## src/rtl/agu_pkg.sv

```systemverilog
// rtl/agu_pkg.sv - shared constants and helpers for the address generation unit
package agu_pkg;

  localparam logic [1:0] SCALE_1 = 2'd0;
  localparam logic [1:0] SCALE_2 = 2'd1;
  localparam logic [1:0] SCALE_4 = 2'd2;
  localparam logic [1:0] SCALE_8 = 2'd3;

  localparam int CH_SRC1 = 0;
  localparam int CH_SRC2 = 1;
  localparam int CH_DEST = 2;

  // Canonical when bits 63..47 are all zeros or all ones.
  function automatic logic canonical_check(input logic [63:0] addr);
    return (addr[63:47] == '0) || (addr[63:47] == '1);
  endfunction

endpackage

```

## src/rtl/agu_channel.sv

```systemverilog
// rtl/agu_channel.sv - per-channel combinational address arithmetic
module agu_channel
  import agu_pkg::*;
#(
  parameter int ADDR_W = 64,
  parameter int DISP_W = 32
) (
  input  logic [ADDR_W-1:0] base_i,
  input  logic              base_valid_i,
  input  logic [ADDR_W-1:0] index_i,
  input  logic              index_valid_i,
  input  logic [1:0]        scale_i,
  input  logic [DISP_W-1:0] disp_i,
  input  logic              rip_rel_i,
  input  logic [ADDR_W-1:0] rip_i,
  output logic [ADDR_W-1:0] partial_o,
  output logic [ADDR_W-1:0] eff_base_o,
  input  logic [ADDR_W-1:0] partial_q_i,
  input  logic [ADDR_W-1:0] eff_base_q_i,
  input  logic              enable_i,
  input  logic              addr32_i,
  output logic [ADDR_W-1:0] addr_o,
  output logic              fault_o
);

  logic [ADDR_W-1:0] scaled;
  logic [ADDR_W-1:0] disp_ext;
  logic [ADDR_W-1:0] sum;
  logic              canon;

  always_comb begin
    scaled = '0;
    if (index_valid_i) begin
      case (scale_i)
        SCALE_1: scaled = index_i;
        SCALE_2: scaled = index_i << 1;
        SCALE_4: scaled = index_i << 2;
        SCALE_8: scaled = index_i << 3;
        default: scaled = index_i;
      endcase
    end
  end

  assign disp_ext   = ADDR_W'($signed(disp_i));
  assign partial_o  = scaled + disp_ext;
  assign eff_base_o = rip_rel_i ? rip_i : (base_valid_i ? base_i : '0);

  assign sum = partial_q_i + eff_base_q_i;

  // Only a 64-bit address space has a canonical-form rule to violate.
  if (ADDR_W == 64) begin : g_canon
    assign canon = canonical_check(sum);
  end else begin : g_no_canon
    assign canon = 1'b1;
  end

  always_comb begin
    addr_o  = '0;
    fault_o = 1'b0;
    if (enable_i) begin
      if (addr32_i) begin
        addr_o = ADDR_W'(sum[31:0]);
      end else begin
        addr_o  = sum;
        fault_o = !canon;
      end
    end
  end

endmodule

```

## src/rtl/address_generation_unit.sv

```systemverilog
// rtl/address_generation_unit.sv - two-stage pipelined effective address generator
module address_generation_unit
  import agu_pkg::*;
#(
  parameter int ADDR_W = 64,
  parameter int NUM_CH = 3,
  parameter int DISP_W = 32,
  parameter int TAG_W  = 64
) (
  input  logic                     clk,
  input  logic                     reset,
  input  logic                     flushIn,
  input  logic                     inValidIn,
  output logic                     inReadyOut,
  input  logic [TAG_W-1:0]         tagIn,
  input  logic [ADDR_W-1:0]        currentRipIn,
  input  logic                     addrSize32In,
  input  logic [NUM_CH-1:0]        chEnableIn,
  input  logic [NUM_CH*ADDR_W-1:0] baseIn,
  input  logic [NUM_CH-1:0]        baseValidIn,
  input  logic [NUM_CH*ADDR_W-1:0] indexIn,
  input  logic [NUM_CH-1:0]        indexValidIn,
  input  logic [NUM_CH*2-1:0]      scaleIn,
  input  logic [NUM_CH*DISP_W-1:0] dispIn,
  input  logic [NUM_CH-1:0]        ripRelIn,
  output logic                     outValidOut,
  input  logic                     outReadyIn,
  output logic [TAG_W-1:0]         tagOut,
  output logic [NUM_CH*ADDR_W-1:0] memAddrOut,
  output logic [NUM_CH-1:0]        memAddrValidOut,
  output logic [NUM_CH-1:0]        faultOut
);

  logic              s1_valid_q, s1_valid_d;
  logic [TAG_W-1:0]  s1_tag_q, s1_tag_d;
  logic [NUM_CH-1:0] s1_en_q, s1_en_d;
  logic              s1_a32_q, s1_a32_d;
  logic [ADDR_W-1:0] s1_partial_q [NUM_CH];
  logic [ADDR_W-1:0] s1_partial_d [NUM_CH];
  logic [ADDR_W-1:0] s1_base_q [NUM_CH];
  logic [ADDR_W-1:0] s1_base_d [NUM_CH];

  logic              s2_valid_q, s2_valid_d;
  logic [TAG_W-1:0]  s2_tag_q, s2_tag_d;
  logic [NUM_CH-1:0] s2_en_q, s2_en_d;
  logic [NUM_CH-1:0] s2_fault_q, s2_fault_d;
  logic [ADDR_W-1:0] s2_addr_q [NUM_CH];
  logic [ADDR_W-1:0] s2_addr_d [NUM_CH];

  logic [ADDR_W-1:0] ch_partial [NUM_CH];
  logic [ADDR_W-1:0] ch_base [NUM_CH];
  logic [ADDR_W-1:0] ch_addr [NUM_CH];
  logic [NUM_CH-1:0] ch_fault;

  logic s1_load, s2_load;

  for (genvar c = 0; c < NUM_CH; c++) begin : g_ch
    agu_channel #(
      .ADDR_W(ADDR_W),
      .DISP_W(DISP_W)
    ) u_channel (
      .base_i       (baseIn[c*ADDR_W +: ADDR_W]),
      .base_valid_i (baseValidIn[c]),
      .index_i      (indexIn[c*ADDR_W +: ADDR_W]),
      .index_valid_i(indexValidIn[c]),
      .scale_i      (scaleIn[c*2 +: 2]),
      .disp_i       (dispIn[c*DISP_W +: DISP_W]),
      .rip_rel_i    (ripRelIn[c]),
      .rip_i        (currentRipIn),
      .partial_o    (ch_partial[c]),
      .eff_base_o   (ch_base[c]),
      .partial_q_i  (s1_partial_q[c]),
      .eff_base_q_i (s1_base_q[c]),
      .enable_i     (s1_en_q[c]),
      .addr32_i     (s1_a32_q),
      .addr_o       (ch_addr[c]),
      .fault_o      (ch_fault[c])
    );
    assign memAddrOut[c*ADDR_W +: ADDR_W] = s2_addr_q[c];
  end

  assign s2_load    = !s2_valid_q || outReadyIn;
  assign s1_load    = !s1_valid_q || s2_load;
  assign inReadyOut = s1_load;

  always_comb begin
    s1_valid_d   = s1_valid_q;
    s1_tag_d     = s1_tag_q;
    s1_en_d      = s1_en_q;
    s1_a32_d     = s1_a32_q;
    s1_partial_d = s1_partial_q;
    s1_base_d    = s1_base_q;
    s2_valid_d   = s2_valid_q;
    s2_tag_d     = s2_tag_q;
    s2_en_d      = s2_en_q;
    s2_fault_d   = s2_fault_q;
    s2_addr_d    = s2_addr_q;

    if (s1_load) begin
      s1_valid_d = inValidIn;
      if (inValidIn) begin
        s1_tag_d     = tagIn;
        s1_en_d      = chEnableIn;
        s1_a32_d     = addrSize32In;
        s1_partial_d = ch_partial;
        s1_base_d    = ch_base;
      end
    end

    if (s2_load) begin
      s2_valid_d = s1_valid_q;
      if (s1_valid_q) begin
        s2_tag_d   = s1_tag_q;
        s2_en_d    = s1_en_q;
        s2_fault_d = ch_fault;
        s2_addr_d  = ch_addr;
      end
    end

    // Flush wins over both loads; captured data is harmless once valid drops.
    if (flushIn) begin
      s1_valid_d = 1'b0;
      s2_valid_d = 1'b0;
    end
  end

  always_ff @(posedge clk or negedge reset) begin
    if (!reset) begin
      s1_valid_q <= 1'b0;
      s1_tag_q   <= '0;
      s1_en_q    <= '0;
      s1_a32_q   <= 1'b0;
      s2_valid_q <= 1'b0;
      s2_tag_q   <= '0;
      s2_en_q    <= '0;
      s2_fault_q <= '0;
      for (int c = 0; c < NUM_CH; c++) begin
        s1_partial_q[c] <= '0;
        s1_base_q[c]    <= '0;
        s2_addr_q[c]    <= '0;
      end
    end else begin
      s1_valid_q   <= s1_valid_d;
      s1_tag_q     <= s1_tag_d;
      s1_en_q      <= s1_en_d;
      s1_a32_q     <= s1_a32_d;
      s1_partial_q <= s1_partial_d;
      s1_base_q    <= s1_base_d;
      s2_valid_q   <= s2_valid_d;
      s2_tag_q     <= s2_tag_d;
      s2_en_q      <= s2_en_d;
      s2_fault_q   <= s2_fault_d;
      s2_addr_q    <= s2_addr_d;
    end
  end

  assign outValidOut     = s2_valid_q;
  assign tagOut          = s2_tag_q;
  assign memAddrValidOut = s2_en_q;
  assign faultOut        = s2_fault_q;

endmodule
```

## config.mk

```make
export PLATFORM = sky130hd
export DESIGN_NAME = address_generation_unit
export DESIGN_NICKNAME = d
export VERILOG_FILES = /design/src/rtl/agu_pkg.sv /design/src/rtl/agu_channel.sv /design/src/rtl/address_generation_unit.sv
export SDC_FILE = /design/constraint.sdc
export NUM_CORES = 2
export LEC_CHECK = 0
export CAP_MARGIN = 20
export CORE_AREA = 2 2 348 350
export DETAILED_ROUTE_END_ITERATION = 8
export DIE_AREA = 0 0 350 352
export PLACE_DENSITY = 0.71
export SYNTH_ARGS = -nofsm -noshare
export SYNTH_HDL_FRONTEND = slang
export SYNTH_HIERARCHICAL = 1
export SYNTH_SLANG_ARGS = --single-unit
export TNS_END_PERCENT = 50
```

## constraint.sdc

```tcl
create_clock -name clk -period 4.1 [get_ports clk]
set_clock_uncertainty 0.05 [all_clocks]
set_input_delay 0.82 -clock clk [delete_from_list [all_inputs] [get_ports clk]]
set_output_delay 0.82 -clock clk [all_outputs]
set_load 0.05 [all_outputs]
```

Word-level counts from Yosys, hierarchy flattened. Cells that the tools add are included.

Flip-flop bits (word level): 716. Bits of input ports: 632. Word-level logic and storage cells: 83.

Add/subtract/negate cells: 6. Equality and inequality tests: 12. Multiplexer cells: 28. Reduce and logical (&&, ||, !) cells: 20.

Operator list (count): $mux 64 (15); $pmux 64 s4 (3); $add 64x64->64 (6); $eq 17x17->1 const B (3); $logic_not 17->1 (3); $eq 2x2->1 const B (6); $mux 1 (10); $eq 2x1->1 const B (3); $logic_not 2->1 (3); $logic_not 1->1 (5); $logic_or 1x1->1 (5); $reduce_and 2->1 (2); $reduce_bool 2->1 (2).

Logic depth before layout (Yosys ltp).
Depth in word-level cells: 6. Depth in mapped cells: 20.

By module. The synthesis kept the hierarchy.

By module, submodules not included: address_generation_unit (times used 1, cells each 1516, area an instance 26653.1 um2); agu_channel at g_ch[2].u_channel (times used 1, cells each 1618, area an instance 10727.8 um2); agu_channel at g_ch[1].u_channel (times used 1, cells each 1611, area an instance 10453.8 um2); agu_channel at g_ch[0].u_channel (times used 1, cells each 1518, area an instance 10132.2 um2).

Worst setup path after synthesis. No wires, ideal clock.

Path type: input to register. From: in scaleIn[3]. To: reg s1_partial_q[124] (netlist bit). Setup time: 0.127 ns. Data arrival time: 5.145 ns. Required time: 3.923 ns. Slack: -1.222 ns. Stages: 18. Cells stage by stage: clkbuf_1 > clkbuf_1 > mux2i_1 > nand2_1 > and3_1 > ha_1 > and3_1 > o2111ai_1 > a31o_1 > a2111oi_4 > o2111ai_2 > a2111oi_2 > o22ai_1 > o41a_1 > o21ai_1 > a21oi_1 > xnor2_1 > mux2_1.

RTL lines: start: declaration (line address_generation_unit.sv:23) `input logic [NUM_CH*2-1:0] scaleIn,`; end signal: assignment (line address_generation_unit.sv:147) `s1_partial_q <= s1_partial_d;`; end: declaration (line address_generation_unit.sv:38) `logic [ADDR_W-1:0] s1_partial_q [NUM_CH];`.

==> reports/metrics.yaml <==
status: "complete, but fails checks"
violations: "setup timing"
async_flop_share_pct: 100
port_buffers: 895
yosysMostFrequentCell: "dfrtp_1"
grt_max_degree: 118
die_h_um: 352
fin_crit_ps: 4130
tns_ps: -79.0
clk_path_buf_depth: 3
synth_simple_gate_area_share_pct: 15.8
syn-cell-area_mm2: 0.0580
ys_seq_elements: 716
antenna_found_initial: 63
grt_pass1_wl_mm: 346
nets: 9020
slew_headroom_pct: 32.4
maxCapViolations: 0
required_ps: 4670
rsz0062_at_grt: "true"
via_per_inst: 5.89
die_area_mm2: 0.123
coreArea_mm2: 0.119
hold_path.class: "flop to flop"
ant_nets: 0
worstPathArrival_ps: 4690
firstDrtPassIters: 6
worst_slew_pin_slew_ps: 1010
synth_cells: 6263
ir_drop_v: 0.000537
synth_nets: 7279
synthDistinctLibCells: 118
fin_crit_sh_pct: 101
p_leak_uw: 0.0381
multiInputGateArea_mm2: 0.0398
drc: 0
num_rows: 127
yosys.area_share.xor_xnor_pct: 5.03
clockRootBuffer: "clkbuf_16"
cp-start-kind: "primary input"
numCtsBuffers: 85
cts_tree: "done"
clkLatencyLatePin_ps: 730
clkSinkCount: 716
place_hpwl_mm: 194
dr_wl_met3_mm: 21.2
drive_above_1_share_pct: 26.4
finalHoldViolations: 0
setup_viol: 4
vias: 57221
gp_congestion: 1.02
synth-seq-area-share_pct: 30.9
nFillCells: 9450
synth_top_family_by_area: "compound AO/OA/AOI/OAI gates"
grt-ovfl-total: 0
final_cells: 9715
p_total_uw: 43000
synth_compound_area_share_pct: 18.4
synth_fa_ha_area_share_pct: 8.37
dp.cells: 9463
critPathMaxFanout: 4
synth_top_area_share_pct: 30.9
clkTransAtPathRegs_ps: 60
fmax_mhz: 242
areaGrowthSynthToFinish_pct: 40.6
dr_wl_met2_mm: 106
synth_edf_count: 0
endpoint_kind: "flop"
wirelength_mm: 240
gr-usage-all-layers_pct: 37.1
final_util_pct: 68.3
synth.avg_cell_area_um2: 9.26
die_x_um: 350
worst-setup-path-type: "primary input to flop"
grt_pass1_vias: 55292
drt_iter0_drc: 4724
wl_per_cell_um: 24.7
seq_area_mm2: 0.0179
muxShareOfSynthArea_pct: 17.4
ys.flop_type: "dfrtp_1"
synth_common_cells: "dfrtp_1, nand2_1, mux2_2"
setup_ws_ps: -27.1
power.density_mw_per_mm2: 527
top_layer_used: "met5"
synth_area_leaders: "dfrtp_1, mux2_2, ha_1, mux2_1, nand2_1"
synth_top_cell_by_area: "dfrtp_1"
yosysWarningCount: 6
start_util_pct: 48.6
m1WireLength_mm: 101
ios: 896
slew_violations: 0
h-tree-depth: 3
-- sequential cells by signal, indices dropped and copies added, names as in the netlist --
register	cells
s1_a32_q	1
memAddrOut	192
faultOut	3
s1_tag_q	64
s1_base_q	192
s1_valid_q	1
outValidOut	1
tagOut	64
memAddrValidOut	3
s1_en_q	3
s1_partial_q	192
-- layout by cell type (no fill, tap or decap), types with 32 or more instances in the layout --
cell,n
mux2_1,258
o21a_1,46
xor2_1,120
dfrtp_1,712
mux2i_1,169
a22o_1,191
a21oi_2,35
clkdlybuf4s50_1,837
o21bai_1,63
a21oi_1,396
o21ai_1,44
and3_1,200
nand3_1,80
buf_4,1079
nor3_1,81
diode_2,32
nand2_1,665
o211ai_1,35
a21o_1,207
and2_1,100
ha_4,36
xnor2_1,208
nor2_1,316
o21ai_0,200
nand2b_1,45
ha_1,329
buf_12,34
mux2_2,438
a31oi_1,49
nor2b_1,52
inv_1,114
nand4_1,116
clkbuf_16,89
-- through the flow --
step,instance area [um2],hold slack (ps),worst slack (ps)
6_report,81500,441,-27.1
5_1_grt,81400,455,-159
4_1_cts,79600,443,-108
3_5_place_dp,76000,427,-1110
3_3_place_gp,76000,419,-1040
2_1_floorplan,59000,410,-480
-- worst paths after layout --
kind | start | end | slack [ps] | depth (start not counted)
hold / removal | s1_tag_q[32]$_DFFE_PN0P_ | s1_tag_q[32]$_DFFE_PN0P_ | 440 | 1
min in group asynchronous | reset | s1_partial_q[30]$_DFFE_PN0P_ | 520 | 2
setup / recovery | indexIn[7] | s1_partial_q[191]$_DFFE_PN0P_ | -30 | 18
max in group asynchronous | reset | s1_base_q[179]$_DFFE_PN0P_ | 2170 | 4
hold reg to reg | s1_tag_q[32]$_DFFE_PN0P_ | s1_tag_q[32]$_DFFE_PN0P_ | 440 | 1
setup reg to reg | s1_partial_q[65]$_DFFE_PN0P_ | faultOut[1]$_DFFE_PN0P_ | 10 | 15
-- layer usage --
metal | GRT usage [%] | vias up
met1 | 48.9 | 27911
met3 | 9.76 | 472
met4 | 14.4 | 52
li1 | - | 26489
met5 | 0 | -
met2 | 58.0 | 2297
-- area by class of cell --
| class | count | share of cell area, % |
|---|---|---|
| repair buffers | 2032 | 22.3 |
| inverters | 123 | 0.571 |
| diodes | 32 | 0.0983 |
| multi-input cells | 5046 | 48.8 |
| flip-flops and latches | 716 | 22.0 |
| well taps | 1612 | 2.48 |
| clock buffers | 115 | 2.98 |
| clock inverters | 39 | 0.722 |
-- critical path, stage by stage --
cell             delay (ps)
clkdlybuf4s50_1         450
mux2i_1                 310
nand2_1                 100
and3_1                  190
ha_1                    350
o21a_1                  170
nor2_2                   60
a2111oi_4               380
o211ai_1                200
a21o_1                  260
nand2_2                 110
buf_6                   110
a311oi_4                 80
nor3_2                  260
a31o_2                  240
mux2i_1                 230
a2111oi_2                70
mux2_4                  280
-- where the power goes --
group / leakage, uW / total (uW) / internal, uW / switching, uW
clock network: 0.00145 / 8100 / 4670 / 3430
logic: 0.0278 / 24500 / 10500 / 14000
registers: 0.00882 / 10400 / 8820 / 1560
-- cells by family (layout without fill, tap and decap cells) --
| logic type | Yosys count | after routing |
|---|---|---|
| XOR/XNOR | 333 | 333 |
| multiplexers | 916 | 916 |
| buffers and inverters | 501 | 2309 |
| flip-flops | 716 | 716 |
| AO/OA/AOI/OAI | 1553 | 1553 |
| AND/OR/NAND/NOR | 1860 | 1860 |
| other | 0 | 32 |
| adder cells (fa/ha/maj) | 384 | 384 |
-- timing repair --
action,in CTS,in global routing
pin swaps,48,132
buffers inserted,16,47
gates resized for setup,101,293
setup endpoints to repair,39,62
endpoints found under the hold margin,18,0
gates cloned,1,5
hold buffers,1,0
No activity file was read; power rests on OpenSTA's default activity.
